==> src/rtl/multicycle_control.sv <==
// Main control FSM for the multi-cycle MIPS-subset datapath.
// Sequences fetch/decode/execute/memory/write-back and waits on mem_ready for the unified memory.
module multicycle_control (
    input  logic       clk,
    input  logic       reset,
    input  logic [5:0] op,
    input  logic       mem_ready,
    output logic [3:0] state,
    output logic       pcwrite,
    output logic       pcwritecond,
    output logic       iord,
    output logic       memread,
    output logic       memwrite,
    output logic       irwrite,
    output logic       memtoreg,
    output logic       regdst,
    output logic       regwrite,
    output logic       alusrca,
    output logic [1:0] alusrcb,
    output logic [1:0] pcsource,
    output logic       aluop1,
    output logic       aluop0,
    output logic       illegal
);
    typedef enum logic [3:0] {
        FETCH  = 4'd0,
        DECODE = 4'd1,
        MEMADR = 4'd2,
        MEMRD  = 4'd3,
        MEMWB  = 4'd4,
        MEMWR  = 4'd5,
        EXEC   = 4'd6,
        RCOMP  = 4'd7,
        BRANCH = 4'd8,
        JUMP   = 4'd9,
        IEXEC  = 4'd10,
        IWB    = 4'd11
    } state_t;

    localparam logic [5:0] OP_R     = 6'b000000;
    localparam logic [5:0] OP_LW    = 6'b100011;
    localparam logic [5:0] OP_SW    = 6'b101011;
    localparam logic [5:0] OP_BEQ   = 6'b000100;
    localparam logic [5:0] OP_J     = 6'b000010;
    localparam logic [5:0] OP_NANDI = 6'b011000;

    state_t st, nxt;
    logic   op_bad;

    always_comb begin
        op_bad = 1'b0;
        nxt    = FETCH;
        case (st)
            FETCH:  nxt = mem_ready ? DECODE : FETCH;
            DECODE: begin
                case (op)
                    OP_LW, OP_SW: nxt = MEMADR;
                    OP_R:         nxt = EXEC;
                    OP_BEQ:       nxt = BRANCH;
                    OP_J:         nxt = JUMP;
                    OP_NANDI:     nxt = IEXEC;
                    default: begin
                        nxt    = FETCH;
                        op_bad = 1'b1;
                    end
                endcase
            end
            MEMADR: nxt = (op == OP_SW) ? MEMWR : MEMRD;
            MEMRD:  nxt = mem_ready ? MEMWB : MEMRD;
            MEMWB:  nxt = FETCH;
            MEMWR:  nxt = mem_ready ? FETCH : MEMWR;
            EXEC:   nxt = RCOMP;
            RCOMP:  nxt = FETCH;
            BRANCH: nxt = FETCH;
            JUMP:   nxt = FETCH;
            IEXEC:  nxt = IWB;
            IWB:    nxt = FETCH;
            default: nxt = FETCH;
        endcase
    end

    always_ff @(posedge clk) begin
        if (reset) st <= FETCH;
        else       st <= nxt;
    end

    assign state = st;

    // Outputs decode from state and are masked by reset so no strobe escapes
    // in the cycle reset is asserted, even from a pending memory wait.
    always_comb begin
        pcwrite     = 1'b0;
        pcwritecond = 1'b0;
        iord        = 1'b0;
        memread     = 1'b0;
        memwrite    = 1'b0;
        irwrite     = 1'b0;
        memtoreg    = 1'b0;
        regdst      = 1'b0;
        regwrite    = 1'b0;
        alusrca     = 1'b0;
        alusrcb     = 2'b00;
        pcsource    = 2'b00;
        aluop1      = 1'b0;
        aluop0      = 1'b0;
        illegal     = 1'b0;
        if (!reset) begin
            case (st)
                FETCH: begin
                    memread = 1'b1;
                    alusrcb = 2'b01;
                    irwrite = mem_ready;
                    pcwrite = mem_ready;
                end
                DECODE: begin
                    alusrcb = 2'b11;
                    illegal = op_bad;
                end
                MEMADR: begin
                    alusrca = 1'b1;
                    alusrcb = 2'b10;
                end
                MEMRD: begin
                    memread = 1'b1;
                    iord    = 1'b1;
                end
                MEMWB: begin
                    regwrite = 1'b1;
                    memtoreg = 1'b1;
                end
                MEMWR: begin
                    memwrite = 1'b1;
                    iord     = 1'b1;
                end
                EXEC: begin
                    alusrca = 1'b1;
                    aluop1  = 1'b1;
                end
                RCOMP: begin
                    regwrite = 1'b1;
                    regdst   = 1'b1;
                end
                BRANCH: begin
                    alusrca     = 1'b1;
                    aluop0      = 1'b1;
                    pcwritecond = 1'b1;
                    pcsource    = 2'b01;
                end
                JUMP: begin
                    pcwrite  = 1'b1;
                    pcsource = 2'b10;
                end
                IEXEC: begin
                    alusrca = 1'b1;
                    alusrcb = 2'b10;
                    aluop1  = 1'b1;
                    aluop0  = 1'b1;
                end
                IWB: regwrite = 1'b1;
                default: ;
            endcase
        end
    end
endmodule

==> config.mk <==
export PLATFORM = sky130hd
export DESIGN_NAME = multicycle_control
export DESIGN_NICKNAME = d
export VERILOG_FILES = /design/src/rtl/multicycle_control.sv
export SDC_FILE = /design/constraint.sdc
export NUM_CORES = 1
export LEC_CHECK = 0
export ABC_AREA = 1
export BUFFER_PORTS_ARGS = -buffer_cell sky130_fd_sc_hd__buf_2
export CAP_MARGIN = 15
export CORE_AREA = 2 2 39 41
export CTS_CLUSTER_DIAMETER = 60
export DETAILED_ROUTE_END_ITERATION = 16
export DIE_AREA = 0 0 41 43
export PLACE_DENSITY = 0.71
export RECOVER_POWER = 25
export SLEW_MARGIN = 10
export SYNTH_ARGS = -nofsm -noshare
export SYNTH_HDL_FRONTEND = slang
export SYNTH_SLANG_ARGS = --single-unit
==> constraint.sdc <==
create_clock -name clk -period 1.97 [get_ports clk]
set_input_delay 0.0985 -clock clk [delete_from_list [all_inputs] [get_ports clk]]
set_output_delay 0.0985 -clock clk [all_outputs]
set_load 0.05 [all_outputs]
# Word level (Yosys, flattened, before mapping)

Cells that the tools add are included.

Equal/unequal tests: 16
Mux-type cells: 37
Reduce and logical (&&, ||, !) cells: 11

Operators with widths:

| kind                                                | number |
|---|---|
| one-hot mux 4 bit (7 select lines)                  | 1 |
| two-way mux 1 bit                                   | 27 |
| one-hot mux 4 bit (5 select lines)                  | 1 |
| equality test 4 x 3 -> 1 bit, second input constant | 4 |
| equality test 4 bit, second input constant          | 4 |
| equality test 6 bit, second input constant          | 2 |
| OR reduction 2 bit                                  | 6 |
| two-way mux 3 bit                                   | 3 |
| equality test 4 x 2 -> 1 bit, second input constant | 2 |
| equality test 6 x 2 -> 1 bit, second input constant | 1 |
| equality test 6 x 3 -> 1 bit, second input constant | 1 |
| equality test 6 x 5 -> 1 bit, second input constant | 1 |
| logical NOT 6 bit                                   | 1 |
| one-hot mux 2 bit (3 select lines)                  | 1 |
| OR reduction 6 bit                                  | 1 |
| equality test 4 x 1 -> 1 bit, second input constant | 1 |
| logical NOT 4 bit                                   | 1 |
| two-way mux 2 bit                                   | 2 |
| one-hot mux 2 bit (2 select lines)                  | 1 |
| OR reduction 4 bit                                  | 1 |
| OR reduction 3 bit                                  | 1 |
| one-hot mux 1 bit (2 select lines)                  | 1 |

Register bits after elaboration: 4
Output and inout port bits: 21
Word-level logic and storage cells: 65

# Longest topological paths before layout

Word-level depth: 5
Mapped depth: 9
Depth with buffers taken out: 9

# Least setup slack after synthesis

No wires, ideal clock.

Path kind: register to output
Start: reg st[3] (netlist: state[3])
End: out pcsource[0]
Arrival: 2.528 ns
Slack: -0.656 ns
Cell stages (with the launch flop): 6
Cell sequence: dfxtp_1 -> inv_1 -> nor2_1 -> nand2_1 -> nor3_1 -> buf_4

Word-level cells in the longest chain between the ends: 3
Elaborated cells on any way between the ends: 4

RTL lines:

| what                                   | line | source |
|---|---|---|
| start, declared                        | 47   | `state_t st, nxt;` |
| start signal, assigned                 | 84   | `else st <= nxt;` |
| equality test 4 bit                    | 108  | `case (st)` |
| one-hot mux 2 bit (2 select lines) (*) | 108  |  |
| two-way mux 2 bit (*)                  | 107  | `if (!reset) begin` |
| end, declared                          | 20   | `output logic [1:0] pcsource,` |

Mark *: on every way between the ends. The rest lies on a longest branch, timed or not.

# Worst setup path in the final report

Start: reg st[1] (netlist: state[1])
End: out alusrca

Word-level cells in the longest chain between the ends: 4
Elaborated cells on any way between the ends: 7

RTL lines:

| what                                              | line | source |
|---|---|---|
| equality test 4 bit, or another cell as far along | 108  |  |
| OR reduction 4 bit (no source line) (*)           | --   |  |
| two-way mux 1 bit (*)                             | 108  |  |
| two-way mux 1 bit (*)                             | 107  |  |
| end, declared                                     | 18   | `output logic alusrca,` |

Marks and branches as above.

==> reports/qor.yml <==
clock_network:
  post_cts_buffers: 0
  cts.path.max_buffers: 2
  cts-resized-gates: 0
  htree_levels: 1
  cts_tree: "done"
  clkLatencyLatePin_ns: 0.23
  cts_sinks: 4
  cts_made_buffers: 3
  hold_buffers: 0
  root_buffer: "clkbuf_4"
  cts.clk_slew.worst_paths_ns: 0.04
sta:
  finalSetupViolations: 0
  slew_viol_final: 0
  fmax_ghz: 0.5828
  hold_viol: 0
  tns_ns: 0
  post-route-period-util_pct: 87.09
  whs_ns: 0.2321
  period_minus_slack_ns: 1.716
  slew_headroom_pct: 60.44
  timing.final.ws_setup_ns: 0.2542
  rsz0062_at_grt: "false"
  clock-skew-final_ns: 0.001045
  worstMarginPinSlew_ns: 0.5959
synthesis:
  yosys_warnings: 0
  synth_top_family_by_area: "simple AND/OR/NAND/NOR gates"
  synthMostInstantiatedCell: "nor2_1"
  synth-adder-area-share_pct: 0
  synth_area_leader_cell: "nor2_1"
  syn_area_um2: 498.0
  synthTopCellsByCount: "nor2_1 (27), nand2_1 (20), inv_1 (16), nand3_1 (11), a21oi_1 (7)"
  synth_top_cell_area_share_pct: 20.35
  synth_enable_flop_cells: 0
  synth_xor_area_share_pct: 0
  synth.top_cells.by_area: "nor2_1 (20%), dfxtp_1 (16%), nand2_1 (15%)"
  synth_fp_nets: 110
  ys.flop_type: "dfxtp_1"
  synth.mux.area_fraction_pct: 0
  async_flop_share_pct: 0
  synth-simple-area-share_pct: 58.04
  synth_compound_area_share_pct: 9.296
  syn_inst: 101
  ys_seq_area_share_pct: 16.08
  ys_ff_latch: 4
  yosysUniqueCellTypes: 16
  syn_area_per_cell_um2: 4.930
layout:
  final_cells: 147
  largest_reg_flops: 4
  fin_util_pct: 49.82
  layout-drive-gt1-share_pct: 28.24
  fin_nets: 142
  num_antenna_cells: 0
  areaGrowthSynthToFinish_pct: 38.44
  final_cell_area_um2: 689.4
routing:
  wire_per_inst_um: 9.735
  drt_iter0_markers: 23
  drtPass1Iterations: 4
  wl_met1_um: 600
  ant_nets: 0
  top_layer_used: "met4"
  drt-total-wl_um: 1431
  drc: 0
  wl_met3_um: 91
  viasPerCell: 4.762
  vias: 700
  dr_wl_met2_um: 731
global_route:
  gr-usage-all-layers_pct: 17.39
  grt_overflow_total: 0
  grt_first_pass_wirelength_um: 2180
  antenna_found_initial: 0
  grt_pass1_vias: 608
  grt_max_degree: 16
place:
  post-place-ws_ns: 0.4918
  placedCellCount: 144
  portBuffers: 29
  hpwl_um: 1153
  gp_congestion: 0.7660
  placed_area_um2: 674.4
floorplanning:
  die_w_um: 41
  start_util_pct: 35.99
  fp-row-count: 14
  die_area_um2: 1763
  die_h_um: 43
  io_pins: 30
  coreArea_um2: 1384
power_and_ir_drop:
  powerDensity_nw_per_um2: 415.9
  report.power.total_mw: 0.2867
  irDropWorstVdd_v: 0.0001737
  leakage_nw: 0.4338
critical_path:
  cp.required_ns: 1.87
  r2r-start: "state[1]"
  crit_start: "state[1]"
  r2r.worst_path.cells: 9
  end_kind: "output pin"
  crit_arrival_ns: 1.62
  crit_type: "flop to output pin"
  critical_path.max_fanout: 6
  cp-endpoint: "alusrca"
  reg2reg_to: "state[2]"
  startpoint_type: "flop"
  regToRegSetupSlack_ns: 0.62
run_status:
  status: "finished, final reports clean"
flow_run:
  max_cap_viol_count: 0
hold_path:
  hold_path.class: "primary input to flop"
[worst min path at each step]
stage                     startpoint  cells past startpoint          end
after floorplan                reset                      1  pcwritecond
after global placement         reset                      2     state[2]
after detailed placement       reset                      2     state[2]
after CTS                      reset                      2     state[2]
after global routing           reset                      2     state[2]
final                          reset                      2     state[2]
[cell usage in the layout, fill, tap and decap left out, types with 2 or more instances in the layout]
cell	netlist	final
nand4_1	2	2
clkbuf_4	0	3
inv_2	3	3
nand2_1	20	21
nand3_1	11	11
a21oi_1	7	7
buf_2	0	25
inv_1	16	16
dfxtp_1	4	4
nor2_1	27	27
clkbuf_1	1	4
[critical path, stage by stage, from the launching register on]
cell and delay (ns):
dfxtp_1 0.50, inv_2 0.11, nor2_4 0.13, nand2_1 0.16, a31oi_2 0.21, buf_2 0.27
[kinds of logic after synthesis]
kind of cell           Yosys count
AOI/OAI and AO/OA                9
buffers and inverters           21
DFF                              4
and+or+nand+nor                 67
[metal layers]
layer / vias up / track usage [%]
met4: 0 / 6.667
met5: - / 0
li1: 373 / -
met3: 2 / 0
met2: 24 / 32.19
met1: 301 / 19.35
[where the power goes]
group	switching (mW)	internal, mW	leakage [nW]
registers	0.00444	0.0833	0.0325
logic	0.0723	0.0234	0.388
clock network	0.0350	0.0682	0.0138
[layout make-up]
class | instances | area, um^2
clock buffer | 3 | 22.52
fill | 150 | 694.4
inverter | 19 | 71.32
multi-input combinational | 76 | 355.3
sequential | 4 | 80.08
tap | 16 | 20.02
timing repair buffer | 29 | 140.1
No activity file was read; power rests on OpenSTA's default activity.
